`config.mk`:
```
export PLATFORM = sky130hd
export DESIGN_NAME = digit_serial_adder
export DESIGN_NICKNAME = d
export VERILOG_FILES = /design/src/rtl/adder_pkg.sv /design/src/rtl/digit_add_cell.sv /design/src/rtl/digit_serial_adder.sv
export SDC_FILE = /design/constraint.sdc
export NUM_CORES = 1
export LEC_CHECK = 0
export CORE_ASPECT_RATIO = 1.5
export CORE_MARGIN = 5
export CORE_UTILIZATION = 35
export CTS_CLUSTER_SIZE = 20
export DETAILED_ROUTE_END_ITERATION = 8
export GPL_TIMING_DRIVEN = 0
export SETUP_SLACK_MARGIN = 0.02
export SYNTH_ARGS = -nofsm -noshare
export SYNTH_HDL_FRONTEND = slang
export SYNTH_SLANG_ARGS = --single-unit
```
`constraint.sdc`:
```
create_clock -name clk -period 2.1 [get_ports clk]
set_input_delay 0.21 -clock clk [delete_from_list [all_inputs] [get_ports clk]]
set_output_delay 0.21 -clock clk [all_outputs]
set_load 0.02 [all_outputs]
```
`src/rtl/adder_pkg.sv`:
```
// Shared types and helpers for the digit-serial adder/subtractor.
package adder_pkg;

  typedef enum logic [1:0] {
    IDLE = 2'd0,
    RUN  = 2'd1,
    DONE = 2'd2
  } state_t;

  // Digit counter width: enough bits to hold 0..ndig.
  function automatic int unsigned cnt_width(input int unsigned ndig);
    return (ndig < 1) ? 1 : $clog2(ndig + 1);
  endfunction

endpackage

```
`src/rtl/digit_add_cell.sv`:
```
// Combinational DIGIT-bit adder slice with carry out and carry into its top bit.
module digit_add_cell #(
  parameter int unsigned DIGIT = 2
) (
  input  logic [DIGIT-1:0] a,
  input  logic [DIGIT-1:0] b,
  input  logic             cin,
  output logic [DIGIT-1:0] s,
  output logic             cout,
  output logic             c_msb
);

  logic [DIGIT:0] w_sum;

  assign w_sum = {1'b0, a} + {1'b0, b} + {{DIGIT{1'b0}}, cin};
  assign s     = w_sum[DIGIT-1:0];
  assign cout  = w_sum[DIGIT];
  // Sum bit = a ^ b ^ carry-in, so the carry into the top bit falls out directly.
  assign c_msb = w_sum[DIGIT-1] ^ a[DIGIT-1] ^ b[DIGIT-1];

endmodule

```
`src/rtl/digit_serial_adder.sv`:
```
// Digit-serial adder/subtractor: WIDTH-bit operands, DIGIT bits per clock, LSD first.
module digit_serial_adder
  import adder_pkg::*;
#(
  parameter int unsigned WIDTH = 8,
  parameter int unsigned DIGIT = 2
) (
  input  logic             clk,
  input  logic             rstn,
  input  logic             start,
  input  logic [WIDTH-1:0] A,
  input  logic [WIDTH-1:0] B,
  input  logic             ci,
  input  logic             sub,
  output logic             busy,
  output logic             done,
  output logic [WIDTH-1:0] S,
  output logic             co,
  output logic             ovf
);

  localparam int unsigned NDIG = (DIGIT == 0) ? 1 : WIDTH / DIGIT;
  localparam int unsigned CW   = cnt_width(NDIG);

  generate
    if ((DIGIT < 1) || (DIGIT > WIDTH) || ((WIDTH % ((DIGIT == 0) ? 1 : DIGIT)) != 0)) begin : g_bad_digit
      $error("digit_serial_adder: DIGIT must be in 1..WIDTH and divide WIDTH");
    end
  endgenerate

  state_t           r_state;
  logic [WIDTH-1:0] r_sha;
  logic [WIDTH-1:0] r_shb;
  logic             r_c;
  logic [CW-1:0]    r_cnt;
  logic [WIDTH-1:0] r_acc;
  logic [WIDTH-1:0] r_s;
  logic             r_co;
  logic             r_ovf;
  logic             r_busy;
  logic             r_done;

  logic [DIGIT-1:0] w_s;
  logic             w_cout;
  logic             w_c_msb;
  logic [WIDTH-1:0] w_acc_next;
  logic             w_last;

  digit_add_cell #(.DIGIT(DIGIT)) u_cell (
    .a     (r_sha[DIGIT-1:0]),
    .b     (r_shb[DIGIT-1:0]),
    .cin   (r_c),
    .s     (w_s),
    .cout  (w_cout),
    .c_msb (w_c_msb)
  );

  // New digit enters the partial result from the top; after NDIG digits it is aligned.
  assign w_acc_next = (r_acc >> DIGIT) | (WIDTH'(w_s) << (WIDTH - DIGIT));
  assign w_last     = (r_cnt == CW'(NDIG - 1));

  always_ff @(posedge clk) begin
    if (!rstn) begin
      r_state <= IDLE;
      r_sha   <= '0;
      r_shb   <= '0;
      r_c     <= 1'b0;
      r_cnt   <= '0;
      r_acc   <= '0;
      r_s     <= '0;
      r_co    <= 1'b0;
      r_ovf   <= 1'b0;
      r_busy  <= 1'b0;
      r_done  <= 1'b0;
    end else begin
      case (r_state)
        IDLE, DONE: begin
          r_done <= 1'b0;
          if (start) begin
            r_sha   <= A;
            r_shb   <= sub ? ~B : B;
            r_c     <= sub | ci;
            r_cnt   <= '0;
            r_acc   <= '0;
            r_busy  <= 1'b1;
            r_state <= RUN;
          end else begin
            r_state <= IDLE;
          end
        end
        RUN: begin
          r_acc <= w_acc_next;
          r_sha <= r_sha >> DIGIT;
          r_shb <= r_shb >> DIGIT;
          r_c   <= w_cout;
          r_cnt <= r_cnt + CW'(1);
          if (w_last) begin
            r_s     <= w_acc_next;
            r_co    <= w_cout;
            r_ovf   <= w_cout ^ w_c_msb;
            r_busy  <= 1'b0;
            r_done  <= 1'b1;
            r_state <= DONE;
          end
        end
        default: r_state <= IDLE;
      endcase
    end
  end

  assign busy = r_busy;
  assign done = r_done;
  assign S    = r_s;
  assign co   = r_co;
  assign ovf  = r_ovf;

endmodule

```
; ---- Word-level counts from Yosys, hierarchy flattened
; Cells that the tools add are included.
[classes]
reduce_logical = 7
n_mux = 19
n_eq_ne = 5
add_sub_neg = 3
bitwise = 6
[ops]
columns = op, n
row1 = $pmux W8 S2, 3
row2 = $mux W8, 4
row3 = $not A8 Y8, 1
row4 = $or A6 B8 Y8, 1
row5 = $pmux W1 S2, 3
row6 = $pmux W3 S2, 1
row7 = $reduce_and A2 Y1, 3
row8 = $mux W1, 5
row9 = $ne A2 B2 Y1 const B, 2
row10 = $pmux W2 S2, 1
row11 = $add A2 B2 Y3, 1
row12 = $add A3 B1 Y3, 1
row13 = $add A3 B1 Y3 const B, 1
row14 = $eq A3 B2 Y1 const B, 1
row15 = $mux W3, 1
row16 = $reduce_and A3 Y1, 1
row17 = $xor A1 B1 Y1, 3
row18 = $eq A2 B1 Y1 const B, 1
row19 = $eq A2 B2 Y1 const B, 1
row20 = $logic_not A2 Y1, 1
row21 = $mux W2, 1
row22 = $reduce_bool A2 Y1, 1
row23 = $reduce_or A2 Y1, 1
row24 = $or A1 B1 Y1, 1
[word_totals]
out_inout_bits = 12
regBits = 42
elab_cells = 51

; ---- Depth between registers and ports, before layout
[depth]
ltp_word = 5
depth_mapped = 6

; ---- Hierarchy
; A second synthesis with hierarchy kept.
[unflattened]
cells_unflattened = 204
area_unflattened_um2 = 1762.9
[modules_own_cells]
columns = mod, n_inst, area_per_inst_um2, cells_each
row1 = digit_serial_adder, 1, 1670.4, 193
row2 = digit_add_cell, 1, 92.6, 11

; ---- Worst setup path after synthesis
; No wires, ideal clock.
[synth_path]
kind = register to register
from = reg r_sha[0]
to = reg r_ovf (netlist: ovf)
slack_ns = 0.381
required_ns = 1.978
arrival_ns = 1.598
n_path_buf = 0
stages_incl_launch_ff = 6
cell_sequence = dfxtp_1 fa_1 fa_1 xnor2_1 xnor2_1 a21oi_1
[synth_via]
elab_chain_len = 5
[synth_rtl]
columns = item, line_no
row1 = from (decl), digit_serial_adder.sv:32  ; logic [WIDTH-1:0] r_sha;
row2 = from (signal assigned), digit_serial_adder.sv:93  ; r_sha <= r_sha >> DIGIT;
row3 = $add A2 B2 Y3, digit_add_cell.sv:15  ; assign w_sum = {1'b0, a} + {1'b0, b} + {{DIGIT{1'b0}}, cin};
row4 = $add A3 B1 Y3, digit_add_cell.sv:15
row5 = named net u_cell.s[1], digit_add_cell.sv:8  ; output logic [DIGIT-1:0] s,
row6 = $xor A1 B1 Y1 (2 in series), digit_add_cell.sv:19  ; assign c_msb = w_sum[DIGIT-1] ^ a[DIGIT-1] ^ b[DIGIT-1];
row7 = $xor A1 B1 Y1, digit_serial_adder.sv:100  ; r_ovf <= w_cout ^ w_c_msb;
row8 = to (signal assigned), digit_serial_adder.sv:100
row9 = to (decl), digit_serial_adder.sv:39  ; logic r_ovf;
; The timed path passes the listed nets, and every way through them passes these cells.
; A chain may end at the register's enable or synchronous reset.

; ---- Final worst setup path
; Same ends and word-level chain as after synthesis.

==> results summary <==
The synthesized flop and latch total is 40. The synthesized design devotes to its leading area cell type 47.2% of total area. The uppermost metal layer occupied by signal nets is met4. The number of instances in the synthesized netlist is 197.

The number of vias per cell after detailed routing came out at 4.86. The area growth from synthesis to final layout is 29.9%. The mean routed wirelength per cell is 12.7 um. The maximum buffer depth of the clock tree is 2.

The per-instance average area after synthesis came out at 8.62 um2. The horizontal die dimension came out at 66.9 um. The required time of the critical path came out at 2280 ps. The met1 wire length is 1580 um. The final estimated routing congestion in global placement is 0.755. The share of cells above drive strength 1 came out at 9.32%. The critical path start-end classification is reg -> reg. The largest vdd supply drop is 0.341 mV. Entering global routing, the biggest net connects 15 pins. STA classifies the critical path startpoint as a register. The final non-filler cell area is 2210 um2.

The ratio of final minimum period to clock period is 86.5%. In this run the critical register-to-register path is launched from r_sha[0]. The signal on the critical path passes through fa_1 > fa_1 > xnor2_1 > xnor2_1 > a21oi_1. The clock tree synthesis step divided the H-tree into 2 levels.

After detailed placement, the total cell area comes to 2090 um2. The number of primary I/O pins came out at 33. After clock tree synthesis, the clock-pin slew on the worst setup and hold paths is 80 ps. The netlist area before placement came out at 1700 um2. The global route total overflow came out at 0. The effective utilization at floorplan came out at 35.6%. Once the clock tree was built, the resizer swapped 0 gates to a different size.

The most critical setup path has its endpoint at ovf. The slack of the worst reg-to-reg path came out at 280 ps. The cell at the slowest stage of the critical path is sky130_fd_sc_hd__fa_1. For this run, the top clock speed supported by timing is 0.550 GHz. The total clock buffers created by CTS came out at 5. The library cell used as clock root buffer is sky130_fd_sc_hd__clkbuf_8. The number of synthesis warnings came out at 0.

The setup TNS after final layout came out at 0 ps. The number of vias in the routed layout is 1469. The sequential share of the synthesized area came out at 47.2%.

In this run the worst path has a maximum fanout of 3. The number of global-route vias before repair came out at 1451. The final-report max-slew violation count is 0. The amount of wire on met3 after detailed routing came out at 129 um. The total of hold buffers inserted after clock tree synthesis came out at 0. The run finished with clean final reports. In this run the remaining antenna-violating nets after routing total 0. The number of optimization iterations in the first detailed-route pass came out at 4.

Power spread over the standard cell area amounts to 762 nW/um2. Summed over all layers, the routed wires come to 3830 um. The critical path starts at r_sha[0].

The worst slew slack as a fraction of its limit is 65.9%. The area of combinational cells with multiple inputs is 777 um2. The actual transition at the worst max-transition pin came out at 512 ps. The clock network latency to the later pin of the worst-skew pair is 300 ps.

The number of cells on the worst reg-to-reg path is 5. In the post-synthesis netlist, the biggest area contributors are sky130_fd_sc_hd__dfxtp_1 47%, sky130_fd_sc_hd__a21oi_1 11%, sky130_fd_sc_hd__nand3_1 7.7%. For this block, the initial DRC count from the detailed router was 38. The height of the chip came out at 95.3 um.

The global-route wire length before repair is 6640 um. In this run the post-CTS setup repair buffer count came out at 0. The cell type with the highest aggregate area in the netlist is sky130_fd_sc_hd__dfxtp_1. The number of antenna violations at the first check in global routing is 0. The count of filler cells inserted in the layout came out at 501.

The hold-critical path depth is 4. In this run the core area contains 31 standard-cell rows. During placement, the flow inserted port buffers numbering 31. For the finished layout, the period the worst path requires is 1820 ps. The total setup violations reported at the end of the flow came out at 0. The worst setup path is captured at a register. The endpoint identified for the worst register-to-register timing path is ovf.

The area taken by flip-flops and latches came out at 801 um2. Setup repair after global routing left no endpoint under its margin. The clock tree from TritonCTS is yes. The delay of the slowest cell on the worst path came out at 560 ps.

Max-cap violations in this run came to 0. The clock net in this run drives a total of 40 sinks. The number of endpoints with negative hold slack in the final report is 0. The DRC violation count after routing is 0. The minimum setup slack in the final design came out at 283 ps. Clock skew on the completed layout was measured at 6.78 ps. The area enclosed by the die boundary is 6370 um2.

The number of nets in the synthesized netlist is 222. Summed over all nets, wire length on met2 after detailed routing comes to 2030 um. The endpoint arrival time on the critical path came out at 2000 ps.

The tightest min-delay check is of the in -> reg type. The final core utilization is 46.2%. The net total in the final layout came out at 260.

The minimum setup slack after placement is 304 ps. The total half-perimeter wirelength after legalization and detailed placement is 2780 um. The repair_antennas step left the layout with diodes totalling 0. The leakage power is 0.782 nW. The total area inside the core boundary comes to 4770 um2. For this run, the total global-route usage over all layers was measured as 13.5%. The post-synthesis cell type count came out at 24.
-- sequential cells by signal, summed over array words and instances (netlist names), 2 cells and up --
signal,count
r_acc,6
r_sha,8
r_state,2
r_shb,8
S,8
r_cnt,3
-- cell usage after synthesis --
| cell | n |
|---|---|
| sky130_fd_sc_hd__buf_6 | 2 |
| sky130_fd_sc_hd__inv_1 | 3 |
| sky130_fd_sc_hd__o21ai_0 | 3 |
| sky130_fd_sc_hd__a31oi_1 | 1 |
| sky130_fd_sc_hd__and2b_1 | 1 |
| sky130_fd_sc_hd__nor2_1 | 4 |
| sky130_fd_sc_hd__nor2b_1 | 1 |
| sky130_fd_sc_hd__nand3_1 | 26 |
| sky130_fd_sc_hd__clkbuf_1 | 1 |
| sky130_fd_sc_hd__xnor2_1 | 3 |
| sky130_fd_sc_hd__and3b_1 | 1 |
| sky130_fd_sc_hd__nand2b_1 | 4 |
| sky130_fd_sc_hd__a22oi_1 | 12 |
| sky130_fd_sc_hd__buf_1 | 2 |
| sky130_fd_sc_hd__xor2_1 | 8 |
| sky130_fd_sc_hd__a21oi_1 | 36 |
| sky130_fd_sc_hd__buf_4 | 6 |
| sky130_fd_sc_hd__fa_1 | 2 |
| sky130_fd_sc_hd__nand3b_1 | 1 |
| sky130_fd_sc_hd__nand2_1 | 31 |
| sky130_fd_sc_hd__dfxtp_1 | 40 |
| sky130_fd_sc_hd__o21a_1 | 1 |
| sky130_fd_sc_hd__ha_1 | 2 |
| sky130_fd_sc_hd__buf_2 | 6 |
-- layer usage --
| metal | global-route usage [%] | vias to the layer above |
|---|---|---|
| met5 | 0 | - |
| met4 | 6.60 | 0 |
| met3 | 2.48 | 6 |
| met2 | 23.8 | 25 |
| met1 | 15.4 | 689 |
| li1 | - | 749 |
-- kinds of logic after synthesis --
| family | Yosys count | synth area share [%] |
|---|---|---|
| flip-flops | 40 | 47.2 |
| XOR/XNOR | 11 | 5.67 |
| AND/OR/NAND/NOR | 69 | 18.6 |
| buffers and inverters | 20 | 7.07 |
| AO/OA/AOI/OAI | 53 | 17.6 |
| adder cells (fa/ha/maj) | 4 | 3.83 |
-- where the power goes --
group | internal (mW) | switching, mW
registers | 0.791 | 0.0225
logic | 0.110 | 0.116
clock network | 0.358 | 0.283
-- layout make-up --
| type | count | area share [%] |
|---|---|---|
| sequential | 40 | 36.3 |
| multi-input combinational | 137 | 35.2 |
| timing repair buffer | 31 | 14.1 |
| buffer | 17 | 4.93 |
| tap | 66 | 3.74 |
| clock buffer | 5 | 3.12 |
| clock inverter | 3 | 2.10 |
| inverter | 3 | 0.510 |
-- cell usage in the layout (no fill, tap or decap) --
| master | Yosys | routed |
|---|---|---|
| sky130_fd_sc_hd__and3b_1 | 1 | 1 |
| sky130_fd_sc_hd__ha_1 | 2 | 2 |
| sky130_fd_sc_hd__nand2b_1 | 4 | 4 |
| sky130_fd_sc_hd__and2b_1 | 1 | 1 |
| sky130_fd_sc_hd__nand3b_1 | 1 | 1 |
| sky130_fd_sc_hd__nand2_1 | 31 | 31 |
| sky130_fd_sc_hd__fa_1 | 2 | 2 |
| sky130_fd_sc_hd__bufinv_16 | 0 | 1 |
| sky130_fd_sc_hd__nor2_1 | 4 | 4 |
| sky130_fd_sc_hd__buf_2 | 6 | 6 |
| sky130_fd_sc_hd__clkbuf_8 | 0 | 5 |
| sky130_fd_sc_hd__clkdlybuf4s50_1 | 0 | 31 |
| sky130_fd_sc_hd__dfxtp_1 | 40 | 40 |
| sky130_fd_sc_hd__buf_4 | 6 | 6 |
| sky130_fd_sc_hd__a22oi_1 | 12 | 12 |
| sky130_fd_sc_hd__inv_1 | 3 | 3 |
| sky130_fd_sc_hd__nand3_1 | 26 | 26 |
| sky130_fd_sc_hd__a31oi_1 | 1 | 1 |
| sky130_fd_sc_hd__buf_1 | 2 | 2 |
| sky130_fd_sc_hd__o21a_1 | 1 | 1 |
| sky130_fd_sc_hd__buf_6 | 2 | 2 |
| sky130_fd_sc_hd__xor2_1 | 8 | 8 |
| sky130_fd_sc_hd__clkinvlp_4 | 0 | 1 |
| sky130_fd_sc_hd__clkbuf_1 | 1 | 1 |
| sky130_fd_sc_hd__xnor2_1 | 3 | 3 |
| sky130_fd_sc_hd__o21ai_0 | 3 | 3 |
| sky130_fd_sc_hd__inv_6 | 0 | 1 |
| sky130_fd_sc_hd__a21oi_1 | 36 | 36 |
| sky130_fd_sc_hd__nor2b_1 | 1 | 1 |
-- worst min-delay path by stage --
stage	end	slack (ps)	from
3_5_place_dp	S[0]	450	r_acc[2]
4_1_cts	r_shb[7]	400	sub
6_report	r_shb[7]	390	sub
5_1_grt	r_shb[6]	430	sub
3_3_place_gp	S[0]	440	r_acc[2]
2_1_floorplan	done	340	rstn
-- metrics by stage --
stage / hold WS (ps) / power [mW] / std cells
floorplan: 338 / 0.975 / 197
global placement: 443 / 1.06 / 294
detailed placement: 449 / 1.06 / 294
CTS: 395 / 1.70 / 302
global route: 434 / 1.76 / 302
finish: 393 / 1.68 / 302
-- worst max-delay path: cells and delay by family, from the launching register on --
kind                     cells  cell delay (ps)
XOR/XNOR                     2              290
adder cells (fa/ha/maj)      2             1000
flip-flops                   1              330
AO/OA/AOI/OAI                1               80
Note: power is estimated with default switching activity, not from simulation.
